**config.mk**
```make
export PLATFORM = sky130hd
export DESIGN_NAME = reg_transfer_sequencer
export DESIGN_NICKNAME = d
export VERILOG_FILES = /design/src/rtl/reg_transfer_sequencer.sv
export SDC_FILE = /design/constraint.sdc
export NUM_CORES = 1
export LEC_CHECK = 0
export ABC_AREA = 1
export CAP_MARGIN = 20
export CORE_ASPECT_RATIO = 2
export CORE_MARGIN = 5
export CORE_UTILIZATION = 37
export CTS_BUF_LIST = sky130_fd_sc_hd__clkbuf_4 sky130_fd_sc_hd__clkbuf_8 sky130_fd_sc_hd__clkbuf_16
export DETAILED_ROUTE_END_ITERATION = 10
export PLACE_DENSITY_LB_ADDON = 0.05
export SETUP_SLACK_MARGIN = 0.05
export SLEW_MARGIN = 20
export SYNTH_ARGS = -nofsm -noshare
export SYNTH_HDL_FRONTEND = slang
export SYNTH_SLANG_ARGS = --single-unit
```
**constraint.sdc**
```tcl
create_clock -name Clock -period 1.2 [get_ports Clock]
set_input_delay 0.24 -clock Clock [delete_from_list [all_inputs] [get_ports Clock]]
set_output_delay 0.24 -clock Clock [all_outputs]
set_load 0.02 [all_outputs]
```
**src/rtl/reg_transfer_sequencer.sv**
```systemverilog
// reg_transfer_sequencer
//
// Purpose: multi-cycle control sequencer that sits in front of an eight-entry
// register file (R1-R4, S1-S4). It takes one register-transfer command at a
// time and drives the register file's select, enable, function and data
// lines. The file performs one access per cycle. Operands are read back
// through the file's OutA port.
//
// Optional feature macro: REGSEQ_SWAP_EN. When it is defined, SWAP (opcode 110)
// is supported, together with the READ_B and WRITE_B states and the LatB
// register. When it is not defined, opcode 110 is treated as illegal.
//
// Handshake: a command transfers on a rising Clock edge where
// CmdValid & CmdReady are both high. CmdReady is high only in IDLE. Cmd* fields
// are sampled only on that edge, and CmdValid is ignored while Busy is high.
//
// Ports:
//   Clock      in   single clock, rising edge
//   Reset      in   asynchronous active-low reset
//   CmdValid   in   command present
//   CmdReady   out  command can be accepted (IDLE only)
//   CmdOp      in   [2:0] opcode: NOP LDI MOV INC DEC CLR SWAP illegal
//   CmdDst     in   [2:0] destination index, 0-3 = R1-R4, 4-7 = S1-S4
//   CmdSrc     in   [2:0] source index, same encoding
//   CmdImm     in   [15:0] immediate value for LDI
//   RFOutA     in   [15:0] register file OutA (combinational read of RFOutASel)
//   RFOutASel  out  [2:0] OutA select
//   RFOutBSel  out  [2:0] constant 0
//   RFFunSel   out  [2:0] register file function select
//   RFRegSel   out  [3:0] active-low enables {R1,R2,R3,R4}
//   RFScrSel   out  [3:0] active-low enables {S1,S2,S3,S4}
//   RFI        out  [15:0] register file data input
//   Busy       out  high in every state except IDLE
//   Done       out  one-cycle completion pulse
//   Err        out  one-cycle pulse with Done for an illegal opcode
//   dbg_state  out  [2:0] current FSM state encoding (debug)
module reg_transfer_sequencer #(
  parameter logic [2:0] FS_DEC  = 3'b000,
  parameter logic [2:0] FS_INC  = 3'b001,
  parameter logic [2:0] FS_LOAD = 3'b010,
  parameter logic [2:0] FS_CLR  = 3'b011
) (
  input  logic        Clock,
  input  logic        Reset,
  input  logic        CmdValid,
  output logic        CmdReady,
  input  logic [2:0]  CmdOp,
  input  logic [2:0]  CmdDst,
  input  logic [2:0]  CmdSrc,
  input  logic [15:0] CmdImm,
  input  logic [15:0] RFOutA,
  output logic [2:0]  RFOutASel,
  output logic [2:0]  RFOutBSel,
  output logic [2:0]  RFFunSel,
  output logic [3:0]  RFRegSel,
  output logic [3:0]  RFScrSel,
  output logic [15:0] RFI,
  output logic        Busy,
  output logic        Done,
  output logic        Err,
  output logic [2:0]  dbg_state
);

  localparam logic [2:0] OP_NOP  = 3'b000;
  localparam logic [2:0] OP_LDI  = 3'b001;
  localparam logic [2:0] OP_MOV  = 3'b010;
  localparam logic [2:0] OP_INC  = 3'b011;
  localparam logic [2:0] OP_DEC  = 3'b100;
  localparam logic [2:0] OP_CLR  = 3'b101;
`ifdef REGSEQ_SWAP_EN
  localparam logic [2:0] OP_SWAP = 3'b110;
`endif

  typedef enum logic [2:0] {
    IDLE    = 3'd0,
    READ_A  = 3'd1,
    READ_B  = 3'd2,
    WRITE_A = 3'd3,
    WRITE_B = 3'd4,
    FIN     = 3'd5
  } state_t;

  state_t      state;
  logic [2:0]  dst_q;
  logic [15:0] lat_a;
`ifdef REGSEQ_SWAP_EN
  logic [2:0]  src_q;
  logic        swap_q;
  logic [15:0] lat_b;
`endif

  assign RFOutBSel = 3'b000;
  assign dbg_state = state;

  // Active-low one-hot enable over {RFRegSel, RFScrSel}. Index 0 (R1) maps to
  // bit 7, and index 7 (S4) maps to bit 0.
  function automatic logic [7:0] en_mask(input logic [2:0] idx);
    logic [7:0] m;
    m = 8'hFF;
    m[3'd7 - idx] = 1'b0;
    return m;
  endfunction

  function automatic logic [2:0] fs_for(input logic [2:0] op);
    case (op)
      OP_INC:  return FS_INC;
      OP_DEC:  return FS_DEC;
      OP_CLR:  return FS_CLR;
      default: return FS_LOAD;
    endcase
  endfunction

  // All outputs are registered. Each transition also loads the output values
  // of the state being entered. Write-cycle controls therefore come only from
  // latched fields, the latches, or the accept-edge sample.
  always_ff @(posedge Clock or negedge Reset) begin
    if (!Reset) begin
      state      <= IDLE;
      dst_q      <= 3'd0;
      lat_a      <= 16'h0;
`ifdef REGSEQ_SWAP_EN
      src_q      <= 3'd0;
      swap_q     <= 1'b0;
      lat_b      <= 16'h0;
`endif
      CmdReady   <= 1'b1;
      Busy       <= 1'b0;
      Done       <= 1'b0;
      Err        <= 1'b0;
      RFOutASel  <= 3'd0;
      RFFunSel   <= 3'd0;
      RFRegSel   <= 4'b1111;
      RFScrSel   <= 4'b1111;
      RFI        <= 16'h0;
    end else begin
      // Non-write defaults; write transitions override them below.
      Done                 <= 1'b0;
      Err                  <= 1'b0;
      {RFRegSel, RFScrSel} <= 8'hFF;
      RFFunSel             <= 3'd0;
      RFI                  <= 16'h0;
      case (state)
        IDLE: begin
          if (CmdValid) begin
            dst_q    <= CmdDst;
`ifdef REGSEQ_SWAP_EN
            src_q    <= CmdSrc;
            swap_q   <= (CmdOp == OP_SWAP);
`endif
            CmdReady <= 1'b0;
            Busy     <= 1'b1;
            case (CmdOp)
              OP_LDI, OP_INC, OP_DEC, OP_CLR: begin
                state                <= WRITE_A;
                {RFRegSel, RFScrSel} <= en_mask(CmdDst);
                RFFunSel             <= fs_for(CmdOp);
                RFI                  <= (CmdOp == OP_LDI) ? CmdImm : 16'h0;
              end
`ifdef REGSEQ_SWAP_EN
              OP_MOV, OP_SWAP: begin
`else
              OP_MOV: begin
`endif
                state     <= READ_A;
                RFOutASel <= CmdSrc;
              end
              default: begin
                // NOP, opcode 111, and 110 when SWAP is not built.
                state <= FIN;
                Done  <= 1'b1;
                Err   <= (CmdOp != OP_NOP);
              end
            endcase
          end
        end
        READ_A: begin
          lat_a <= RFOutA;
`ifdef REGSEQ_SWAP_EN
          if (swap_q) begin
            state     <= READ_B;
            RFOutASel <= dst_q;
          end else
`endif
          begin
            // MOV: forward the value being latched straight onto RFI.
            state                <= WRITE_A;
            {RFRegSel, RFScrSel} <= en_mask(dst_q);
            RFFunSel             <= FS_LOAD;
            RFI                  <= RFOutA;
          end
        end
`ifdef REGSEQ_SWAP_EN
        READ_B: begin
          lat_b                <= RFOutA;
          state                <= WRITE_A;
          {RFRegSel, RFScrSel} <= en_mask(dst_q);
          RFFunSel             <= FS_LOAD;
          RFI                  <= lat_a;
        end
        WRITE_A: begin
          if (swap_q) begin
            state                <= WRITE_B;
            {RFRegSel, RFScrSel} <= en_mask(src_q);
            RFFunSel             <= FS_LOAD;
            RFI                  <= lat_b;
          end else begin
            state <= FIN;
            Done  <= 1'b1;
          end
        end
        WRITE_B: begin
          state <= FIN;
          Done  <= 1'b1;
        end
`else
        WRITE_A: begin
          state <= FIN;
          Done  <= 1'b1;
        end
`endif
        FIN: begin
          state    <= IDLE;
          CmdReady <= 1'b1;
          Busy     <= 1'b0;
        end
        default: begin
          state    <= IDLE;
          CmdReady <= 1'b1;
          Busy     <= 1'b0;
        end
      endcase
    end
  end

endmodule

```
==> flow_metrics.tcl <==
set metrics [dict create \
    synth-async-reset-ratio 1.00 \
    irDropWorstVdd_v 0.00115 \
    ys_ff_latch 39 \
    fillers 440 \
    portBuffers 79 \
    fin_ws_ps -38.1 \
    cpMaxStageDelayCell "dfrtp_2" \
    setup_tns_ps -63.7 \
    stdcell_area_sq_mm 0.00287 \
    yosysWarnings 0 \
    post-route-util 0.618 \
    die_y_um 108 \
    finalCritPeriodShare 1.03 \
    finalHoldViolations 0 \
    synthFlopType "dfrtp_1" \
    final_layout_size_suffix_gt1_frac 0.352 \
    worstSetupPathType "flop to flop" \
    hpwl_mm 3.83 \
    crit_fanout 5 \
    synth_edf_count 0 \
    synth_top_area_frac 0.423 \
    clockBufferDepth 2 \
    nNetsFinal 353 \
    clock.fmax_mhz 808 \
    grt_overflow_total 0 \
    grt_pass1_wl_mm 7.47 \
    powerDensity_mw_per_mm2 2070 \
    crit_path_max_incr_delay_ps 430 \
    rsz0062_at_grt "yes" \
    antennaDiodeCount 0 \
    critPathRequiredTime_ps 1370 \
    ant_nets 0 \
    first_pass_iters 3 \
    die_w_um 59.0 \
    synth_seq_area_share 0.556 \
    placed_area_sq_mm 0.00273 \
    coreArea_sq_mm 0.00464 \
    clk_pin_slew_ps 70 \
    end_kind "flop" \
    hp-class "primary input to async pin" \
    skew_ps 5.47 \
    track_usage 0.153 \
    ys_types 19 \
    arrival_ps 1410 \
    first_global_vias 1608 \
    violations "negative setup slack" \
    drtIter0Drc 34 \
    synth_common_cells "nand2_1, dfrtp_1, nor2_1" \
    final-setup-viol-count 3 \
    maxCapViolations 0 \
    drc_errors 0 \
    power_leakage_nw 1.37 \
    syn_inst 207 \
    synthMostInstantiatedCell "nand2_1" \
    die_area_sq_mm 0.00636 \
    drt_wl_total_mm 4.96 \
    io_pins 84 \
    path_cells "nor2_4 > buf_4 > buf_6 > nand3_4 > o21bai_1 > nand2_1" \
    syn_avg_cell_area_sq_um 8.57 \
    synth_area_sq_mm 0.00177 \
    antenna_found_initial 0 \
    rows 35 \
    start_util 0.382 \
    critPathLaunchType "flop" \
    vias 1673 \
    root_buffer "clkbuf_8" \
    cts_htree_levels 2 \
    grt_start_max_net_pins 21 \
    synthToLayoutAreaGrowth_pct 61.8 \
    cts_tree "done" \
    wire_per_inst_um 13.6 \
    worstSkewPairLatency_ps 280 \
    yosys.area.top_type "dfrtp_1" \
    finalCriticalPeriod_ps 1240 \
    avgViaCountPerCell 4.58 \
    numCtsBuffers 5 \
    status "complete, but fails checks" \
    routabilityCongestion 0.801 \
    ys_top_cells_by_area "dfrtp_1, nand2_1, dfstp_2" \
    holdWs_ps 365 \
    slew_violations 0 \
    cts_sinks 39 \
]
[layout by cell type, fill, tap and decap left out, types with 3 or more instances in the layout]
cell type	n
nor3_2	3
nor2_2	3
inv_1	16
buf_12	3
nand3_1	9
clkbuf_8	7
dfstp_2	9
clkdlybuf4s50_1	41
o21ai_1	13
buf_2	27
dfrtp_1	28
conb_1	4
nor2_1	17
nand2_1	63
buf_4	13
nand2_2	5
o21ai_2	9
inv_4	3
buf_6	14
nand3_2	3
o21bai_1	5
[power by group]
| group | internal, mW | total, mW | switching (mW) |
|---|---|---|---|
| combinational | 1.18 | 2.91 | 1.73 |
| sequential | 1.81 | 2.06 | 0.255 |
| clock | 0.547 | 0.960 | 0.413 |
| total | 3.54 | 5.93 | 2.40 |
[area by class of cell]
cell class	instances	area, sq um	area share
clock buffer	8	104	0.0362
sequential	39	990	0.345
inverter	21	86.3	0.0301
timing repair buffer	100	880	0.306
tap	55	68.8	0.0240
multi-input combinational	142	742	0.259
[final timing paths]
path	from	to	slack, ps	cells past startpoint
worst min-delay path	Reset	RFI[9]	370	2
worst max register to register	dbg_state[1]	RFOutASel[2]	-40	6
min in group Clock	Busy	Busy	480	2
worst max-delay path	dbg_state[1]	RFOutASel[2]	-40	6
worst min register to register	Busy	Busy	480	2
max in group asynchronous	Reset	RFRegSel[1]	360	3
[worst max-delay path, delay by kind of cell (launching register included)]
kind	cells	cell delay (ps)
AO/OA/AOI/OAI	1	140
buffers and inverters	2	230
AND/OR/NAND/NOR	3	330
flip-flops	1	430
[sequential cells by signal, indices dropped and copies added (netlist names)]
| signal | cells |
|---|---|
| RFI | 16 |
| dst_q | 3 |
| RFRegSel | 4 |
| dbg_state | 3 |
| RFOutASel | 3 |
| RFFunSel | 2 |
| RFScrSel | 4 |
| Err | 1 |
| Busy | 1 |
| Done | 1 |
| CmdReady | 1 |
[per-stage QoR]
| step | power, mW | worst slack (ps) | instances |
|---|---|---|---|
| floorplan | 3.53 | -10.4 | 210 |
| global placement | 4.83 | -230 | 352 |
| detailed placement | 4.87 | -243 | 352 |
| CTS | 5.85 | -12.4 | 363 |
| global route | 6.32 | -89.3 | 365 |
| finish | 5.93 | -38.1 | 365 |
[metal layers]
layer  share of wire  routed length [um]  vias up  track usage
met1            0.33                1630      770        0.157
met4           0.021                 102        0       0.0616
met2            0.59                2930       49        0.289
li1                -                   -      844            -
met5               0                   0        -            0
met3           0.061                 304       10       0.0287
[repair_timing]
action	4_1_cts	5_1_grt
endpoints found under the hold margin	5	0
setup endpoints to repair	64	56
buffers inserted	1	2
resized for setup	172	44
pin swaps	6	8
gates cloned	1	0
hold buffers	1	0
[logic make-up after synthesis]
logic type / share of synthesized area
flops: 0.556
compound gates: 0.0832
buf+inv: 0.0910
other cells: 0.00211
simple gates: 0.267
(Power assumes the default switching activity.)
